$ cat src/rtl/pipelined_cla_adder_pkg.sv
// Shared constants and carry-lookahead helpers for the pipelined CLA adder.
package pipelined_cla_adder_pkg;

  // Width of one lookahead slice; one slice is resolved per pipeline stage.
  localparam int SLICE_W = 16;

  // Number of pipeline stages for a given operand width.
  function automatic int nstage_of(input int width);
    return width / SLICE_W;
  endfunction

  // Lookahead carries into bits 0..3 of a 4-bit group (bit 0 gets ci).
  function automatic logic [3:0] cla4_carries(input logic [3:0] g,
                                              input logic [3:0] p,
                                              input logic       ci);
    logic [3:0] c;
    c[0] = ci;
    c[1] = g[0] | (p[0] & ci);
    c[2] = g[1] | (p[1] & g[0]) | (p[1] & p[0] & ci);
    c[3] = g[2] | (p[2] & g[1]) | (p[2] & p[1] & g[0]) | (p[2] & p[1] & p[0] & ci);
    return c;
  endfunction

  // Group generate of a 4-bit group (carry out assuming no carry in).
  function automatic logic grp_gen(input logic [3:0] g, input logic [3:0] p);
    return g[3] | (p[3] & g[2]) | (p[3] & p[2] & g[1]) | (p[3] & p[2] & p[1] & g[0]);
  endfunction

endpackage

$ cat src/rtl/pipelined_cla_adder_if.sv
// Operand/result handshake bundle for the pipelined CLA adder.
interface pipelined_cla_adder_if #(
  parameter int WIDTH = 32
);
  logic             in_valid;
  logic             in_ready;
  logic [WIDTH-1:0] a;
  logic [WIDTH-1:0] b;
  logic             cin;
  logic             sub;
  logic             out_valid;
  logic             out_ready;
  logic [WIDTH-1:0] sum;
  logic             cout;
  logic             ovf;
  logic             zero;

  // Operand source / result consumer side.
  modport master (
    output in_valid, a, b, cin, sub, out_ready,
    input  in_ready, out_valid, sum, cout, ovf, zero
  );

  // Adder side.
  modport slave (
    input  in_valid, a, b, cin, sub, out_ready,
    output in_ready, out_valid, sum, cout, ovf, zero
  );
endinterface

$ cat src/rtl/pipelined_cla_adder_slice.sv
// Combinational 16-bit carry-lookahead slice: four 4-bit groups plus a
// group carry unit. c15 is the carry into bit 15, used for signed overflow.
module cla16_slice
  import pipelined_cla_adder_pkg::*;
(
  input  logic [15:0] a,
  input  logic [15:0] b,
  input  logic        ci,
  output logic [15:0] s,
  output logic        co,
  output logic        c15
);

  logic [15:0] p_s;
  logic [15:0] g_s;
  logic [15:0] c_s;
  logic [3:0]  gg_s;
  logic [3:0]  gp_s;
  logic [3:0]  gc_s;

  // Bit and group generate/propagate, group carries, then bit carries and sum.
  always_comb begin
    p_s = a ^ b;
    g_s = a & b;
    for (int j = 0; j < 4; j++) begin
      gg_s[j] = grp_gen(g_s[4*j +: 4], p_s[4*j +: 4]);
      gp_s[j] = &p_s[4*j +: 4];
    end
    // The group carry unit has the same lookahead form as a 4-bit group.
    gc_s = cla4_carries(gg_s, gp_s, ci);
    for (int j = 0; j < 4; j++) begin
      c_s[4*j +: 4] = cla4_carries(g_s[4*j +: 4], p_s[4*j +: 4], gc_s[j]);
    end
    s   = p_s ^ c_s;
    co  = grp_gen(gg_s, gp_s) | ((&gp_s) & ci);
    c15 = c_s[15];
  end

endmodule

$ cat src/rtl/pipelined_cla_adder.sv
// Pipelined carry-lookahead adder/subtractor. One 16-bit slice is resolved
// per stage and the inter-slice carry is registered, so the critical path is
// one slice regardless of WIDTH. A global stall gives full backpressure.
module pipelined_cla_adder #(
  parameter int WIDTH = 32
) (
  input  logic                  clk,
  input  logic                  rst_n,
  pipelined_cla_adder_if.slave  bus
);
  import pipelined_cla_adder_pkg::*;

  localparam int NSTAGE = nstage_of(WIDTH);
  localparam logic [WIDTH-1:0] SL_MASK = WIDTH'({SLICE_W{1'b1}});

  if (((WIDTH % SLICE_W) != 0) || (WIDTH < SLICE_W)) begin : g_bad_width
    $error("pipelined_cla_adder: WIDTH must be a positive multiple of 16");
  end

  logic             adv_s;
  logic             c0_s;
  logic [WIDTH-1:0] bx_s;

  // Stage registers
  logic             vld_r [NSTAGE];
  logic             cy_r  [NSTAGE];
  logic [WIDTH-1:0] sum_r [NSTAGE];
  logic [WIDTH-1:0] opa_r [NSTAGE];
  logic [WIDTH-1:0] opb_r [NSTAGE];
  logic             ovf_r;

  // What each stage sees from its predecessor (or from the input port)
  logic             vld_in_s [NSTAGE];
  logic             ci_in_s  [NSTAGE];
  logic [WIDTH-1:0] sum_in_s [NSTAGE];
  logic [WIDTH-1:0] opa_in_s [NSTAGE];
  logic [WIDTH-1:0] opb_in_s [NSTAGE];
  logic [WIDTH-1:0] sum_nxt_s[NSTAGE];
  logic [15:0]      sl_s_s   [NSTAGE];
  logic             sl_co_s  [NSTAGE];
  logic             sl_c15_s [NSTAGE];

  // Whole pipeline moves when the output slot is empty or being consumed.
  assign adv_s = bus.out_ready | ~vld_r[NSTAGE-1];
  // Subtraction is A + ~B + 1; cin only matters for addition.
  assign bx_s  = bus.sub ? ~bus.b : bus.b;
  assign c0_s  = bus.sub | bus.cin;

  for (genvar k = 0; k < NSTAGE; k++) begin : g_stage
    if (k == 0) begin : g_entry
      assign vld_in_s[k] = bus.in_valid & adv_s;
      assign ci_in_s[k]  = c0_s;
      assign sum_in_s[k] = '0;
      assign opa_in_s[k] = bus.a;
      assign opb_in_s[k] = bx_s;
    end else begin : g_link
      assign vld_in_s[k] = vld_r[k-1];
      assign ci_in_s[k]  = cy_r[k-1];
      assign sum_in_s[k] = sum_r[k-1];
      assign opa_in_s[k] = opa_r[k-1];
      assign opb_in_s[k] = opb_r[k-1];
    end

    cla16_slice u_slice (
      .a   (opa_in_s[k][k*SLICE_W +: SLICE_W]),
      .b   (opb_in_s[k][k*SLICE_W +: SLICE_W]),
      .ci  (ci_in_s[k]),
      .s   (sl_s_s[k]),
      .co  (sl_co_s[k]),
      .c15 (sl_c15_s[k])
    );

    // Splice this stage's freshly resolved slice into the partial sum.
    assign sum_nxt_s[k] = (sum_in_s[k] & ~(SL_MASK << (k*SLICE_W)))
                        | (WIDTH'(sl_s_s[k]) << (k*SLICE_W));
  end

  // Stage registers: shift forward on advance, hold on stall, clear on reset.
  always_ff @(posedge clk or negedge rst_n) begin
    if (!rst_n) begin
      for (int k = 0; k < NSTAGE; k++) begin
        vld_r[k] <= 1'b0;
        cy_r[k]  <= 1'b0;
        sum_r[k] <= '0;
        opa_r[k] <= '0;
        opb_r[k] <= '0;
      end
      ovf_r <= 1'b0;
    end else if (adv_s) begin
      for (int k = 0; k < NSTAGE; k++) begin
        vld_r[k] <= vld_in_s[k];
        cy_r[k]  <= sl_co_s[k];
        sum_r[k] <= sum_nxt_s[k];
        opa_r[k] <= opa_in_s[k];
        opb_r[k] <= opb_in_s[k];
      end
      ovf_r <= sl_c15_s[NSTAGE-1] ^ sl_co_s[NSTAGE-1];
    end
  end

  assign bus.in_ready  = adv_s;
  assign bus.out_valid = vld_r[NSTAGE-1];
  assign bus.sum       = sum_r[NSTAGE-1];
  assign bus.cout      = cy_r[NSTAGE-1];
  assign bus.ovf       = ovf_r;
  assign bus.zero      = ~|sum_r[NSTAGE-1];

endmodule
$ cat src/flat_wrapper.sv
// flat-port wrapper written by rule: the top's interface ports become plain ports
module pipelined_cla_adder_flat import pipelined_cla_adder_pkg::*;
#(
  parameter int WIDTH = 32
)
  (clk, rst_n, bus_in_valid, bus_a, bus_b, bus_cin, bus_sub, bus_out_ready, bus_in_ready, bus_out_valid, bus_sum, bus_cout, bus_ovf, bus_zero);
  pipelined_cla_adder_if #(.WIDTH(WIDTH)) bus_i ();
  input  logic clk;
  input  logic rst_n;
  input wire logic [$bits(bus_i.in_valid)-1:0] bus_in_valid;
  input wire logic [$bits(bus_i.a)-1:0] bus_a;
  input wire logic [$bits(bus_i.b)-1:0] bus_b;
  input wire logic [$bits(bus_i.cin)-1:0] bus_cin;
  input wire logic [$bits(bus_i.sub)-1:0] bus_sub;
  input wire logic [$bits(bus_i.out_ready)-1:0] bus_out_ready;
  output wire logic [$bits(bus_i.in_ready)-1:0] bus_in_ready;
  output wire logic [$bits(bus_i.out_valid)-1:0] bus_out_valid;
  output wire logic [$bits(bus_i.sum)-1:0] bus_sum;
  output wire logic [$bits(bus_i.cout)-1:0] bus_cout;
  output wire logic [$bits(bus_i.ovf)-1:0] bus_ovf;
  output wire logic [$bits(bus_i.zero)-1:0] bus_zero;
  assign bus_i.in_valid = bus_in_valid;
  assign bus_i.a = bus_a;
  assign bus_i.b = bus_b;
  assign bus_i.cin = bus_cin;
  assign bus_i.sub = bus_sub;
  assign bus_i.out_ready = bus_out_ready;
  assign bus_in_ready = bus_i.in_ready;
  assign bus_out_valid = bus_i.out_valid;
  assign bus_sum = bus_i.sum;
  assign bus_cout = bus_i.cout;
  assign bus_ovf = bus_i.ovf;
  assign bus_zero = bus_i.zero;
  pipelined_cla_adder #(.WIDTH(WIDTH)) u_core (.clk(clk), .rst_n(rst_n), .bus(bus_i));
endmodule
$ cat config.mk
export PLATFORM = sky130hd
export DESIGN_NAME = pipelined_cla_adder_flat
export DESIGN_NICKNAME = d
export VERILOG_FILES = /design/src/rtl/pipelined_cla_adder_pkg.sv /design/src/rtl/pipelined_cla_adder_if.sv /design/src/rtl/pipelined_cla_adder_slice.sv /design/src/rtl/pipelined_cla_adder.sv /design/src/flat_wrapper.sv
export SDC_FILE = /design/constraint.sdc
export NUM_CORES = 1
export LEC_CHECK = 0
export ABC_AREA = 1
export CORE_MARGIN = 1
export CORE_UTILIZATION = 56
export DETAILED_ROUTE_END_ITERATION = 10
export PLACE_DENSITY = 0.9
export RECOVER_POWER = 25
export SYNTH_ARGS = -nofsm -noshare
export SYNTH_HDL_FRONTEND = slang
export SYNTH_SLANG_ARGS = --single-unit
export TNS_END_PERCENT = 10
$ cat constraint.sdc
create_clock -name clk -period 4.4 [get_ports clk]
set_input_delay 1.32 -clock clk [delete_from_list [all_inputs] [get_ports clk]]
set_output_delay 1.32 -clock clk [all_outputs]
set_load 0.1 [all_outputs]
==> metrics.md <==
| Metric | Value |
|---|---|
| CP startpoint kind | primary input |
| Top Family by Delay on Critical Path | buffers and inverters |
| I/O Pins | 107 |
| Async SR Flop Fraction | 1.000 |
| Dominant cell type by area after synthesis | dfrtp_1 |
| Initial Util | 0.5805 |
| Worst VDD drop | between 300 and 400 uV |
| FP Rows | 34 |
| CTS root buffer | clkbuf_8 |
| First-pass GRT wire length | between 15 and 20 mm |
| Slowest stage delay, CP | roughly 450 ps |
| IO buf count | between 100 and 150 |
| Proportion of synthesized chip area in sequential cells | 0.4202 |
| Synth area leaders | dfrtp_1 42%, nand2_1 18%, ha_1 7.9%, inv_1 4.3%, xnor2_1 4.0% |
| # Post-CTS Setup Buffers | 0 |
| Total CTS buffers | 9 |
| Post-DR vias/cell | approximately 5.3 |
| Failing checks | max-capacitance violations, max-slew violations |
| Synth cell count leaders | 238 x nand2_1, 85 x dfrtp_1, 58 x inv_1 |
| Initial drt markers | 198 |
| Yosys cell types | 33 |
| Post-synth top area share | 0.4202 |
| Gr usage total | 0.2597 |
| Initial antenna violation count | 0 |
| Hold_sp | u_core.vld_in_s[0] |
| Max Freq | ~280 MHz |
| Clk_lat worst skew | 350 ps |
| Hold-critical path endpoint | u_core.bus.out_valid |
| Setup Skew | 5.092 ps |
| Vias in the first global route | 4464 |
| Most used DFF post-synth | dfrtp_1 |
| Cell Pwr Density | approximately 590 nW/um2 |
| Worst r2r src | u_core.opa_in_s[17] |
| Reg2reg end | u_core.bus.sum[29] |
| CP max-delay cell | clkdlybuf4s50_1 |
| Maxcap violations | 1 |
| Setup crit start | bus_out_ready |
| Fillers | 665 |
| Reg2reg path depth | 10 |
| Routed len/inst | 13.58 um |
| Synth Warn # | 0 |
| WP data required | 3080 ps |
| Synth Cell Area | between 5000 and 6000 um2 |
| GPL Wtd Cong | slightly below 0.9 |
| Core area | between 8000 and 9000 um2 |
| Reg area | 2127 um2 |
| Worst-path clk slew | 80 ps |
| Pleak | around 3.2 nW |
| Syn Nets | 747 |
| DR vias | between 4000 and 5000 |
| Fin Hold WS | about 450 ps |
| Synth Register Bits | 85 |
| Status | finished with violations |
| Reg-to-reg slack, setup | roughly 2100 ps |
| Largest net degree at the start of global routing | about 120 |
| ANT nets after route | 0 |
| Area grow syn2layout | 26.03% |
| H-tree levels | 3 |
| # hold bufs at CTS | 0 |
| Worst Max-Slew Pin Slew | ~2000 ps |
| Hold crit path type | flop to flop |
| HPWL after DPL | about 8.5 mm |
| Post_cts resized | 0 |
| Total negative setup slack | 0 ps |
| Worst Hold Depth | 2 |
| Arr. time, crit path | 2220 ps |
| Area taken by multi-input logic gates | roughly 2600 um2 |
| CTS tree | built |
| # nets final | approximately 850 |
| Number of remaining DRC errors | 0 |
| Die Height | approximately 97 um |
| Post-Route WL | ~12 mm |
| Tmin final | ~3500 ps |
| Worst Path Max Fanout | 2 |
| Clock sinks | 85 |
| Tcrit/Tclk final | 0.8055 |
| Die area | around 9400 um2 |
| Share of layout cells above drive strength 1 | 0.04324 |
| Max_slew headroom | -0.3584 |
| Worst Setup End Kind | output pin |
| Crit Path Class | primary input to output pin |
| # setup viols final | 0 |
| Ant diodes | 0 |
| RSZ-0062 raised after global routing | no |
| Syn_area_per_cell | 7.947 um2 |
| GR Overflow Total | 0 |
| Most frequent cell after synthesis | nand2_1 |
| DR pass1 iterations | 5 |
| Syn Inst Count | between 600 and 700 |
| Chip width | roughly 97 um |
| EDFF count, synth | 0 |
| Final core occ | 0.7316 |
| Worst path cell trace | clkdlybuf4s50_1, nor2_4, clkinv_1, buf_12 |
| Critical path buffers and inverters | 3 |
| Slew Limit Fails | 86 |
| CTS Buffer Depth | 2 |
| Final Hold Vio Count | 0 |
==> per-stage QoR <==
step | setup WS (ps) | power (mW) | instance area (um2) | std cells
after global placement | 783.2 | 3.168 | 6186 | 832
after floorplan | 458.1 | 2.684 | 5067 | 637
final | 855.7 | 3.756 | 6380 | 848
after global routing | 701.5 | 3.966 | 6380 | 848
after CTS | 853.2 | 3.773 | 6382 | 848
after detailed placement | 581.7 | 3.233 | 6186 | 832
==> flip-flops by register name (all words and copies together) (netlist names) <==
name / count
u_core.bus.cout: 1
u_core.opb_in_s: 16
u_core.bus.sum: 32
u_core.sum_in_s: 16
u_core.bus.ovf: 1
u_core.ci_in_s: 1
u_core.vld_in_s: 1
u_core.opa_in_s: 16
u_core.bus.out_valid: 1
==> tightest hold or removal path, delay by kind of cell, from the launching register on <==
family                 cells  cell delay [ps]
AND/OR/NAND/NOR            1               50
buffers and inverters      1               40
flip-flops                 1              330
==> area by class of cell <==
| cell class | instances | area share |
|---|---|---|
| inverters | 59 | 0.03471 |
| multi-input cells | 471 | 0.4105 |
| well taps | 108 | 0.02118 |
| repair buffers | 109 | 0.1694 |
| clock inverters | 3 | 0.002746 |
| clock buffers | 13 | 0.02804 |
| flip-flops and latches | 85 | 0.3334 |
==> worst max path at each step <==
| stage | cells after the start | endpoint | slack, ps |
|---|---|---|---|
| 2_1_floorplan | 2 | bus_zero | 460 |
| 4_1_cts | 4 | bus_in_ready | 850 |
| 3_3_place_gp | 11 | u_core.sum_in_s[13] | 780 |
| 6_report | 4 | bus_in_ready | 860 |
| 3_5_place_dp | 11 | u_core.sum_in_s[13] | 580 |
| 5_1_grt | 11 | u_core.sum_in_s[9] | 700 |
==> logic make-up after synthesis <==
kind of cell	share of synthesized area
compound gates	0.07217
flops	0.4202
simple gates	0.2598
buf+inv	0.06451
xor+xnor	0.07266
fa+ha+maj	0.1107
==> layout by cell type, fill, tap and decap left out, drive strengths merged, types with 3 or more instances in the layout <==
| master | Yosys | layout |
|---|---|---|
| a21oi | 19 | 19 |
| nand4 | 4 | 4 |
| dfrtp | 85 | 85 |
| fa | 8 | 8 |
| nor4 | 6 | 6 |
| ha | 32 | 32 |
| xnor2 | 23 | 23 |
| nor3 | 3 | 3 |
| inv | 59 | 58 |
| clkdlybuf4s50 | 0 | 102 |
| o21ai | 38 | 38 |
| nand3 | 30 | 30 |
| nor2 | 34 | 34 |
| clkbuf | 5 | 14 |
| nand3b | 3 | 3 |
| nand2 | 241 | 241 |
| buf | 17 | 6 |
| clkinv | 0 | 3 |
| a221oi | 4 | 4 |
| xor2 | 19 | 19 |
==> report_power, final <==
| group | switching (mW) | internal [mW] |
|---|---|---|
| combinational | 1.51 | 0.553 |
| clock | 0.268 | 0.265 |
| sequential | 0.164 | 1.00 |
==> layer usage <==
layer / GRT usage / share of wire / vias up
li1: - / - / 2226
met1: 0.3215 / 0.41 / 2109
met2: 0.4496 / 0.51 / 136
met3: 0.03741 / 0.047 / 34
met4: 0.1183 / 0.031 / 0
met5: 0 / 0 / -
Note: power is estimated with default switching activity, not from simulation.
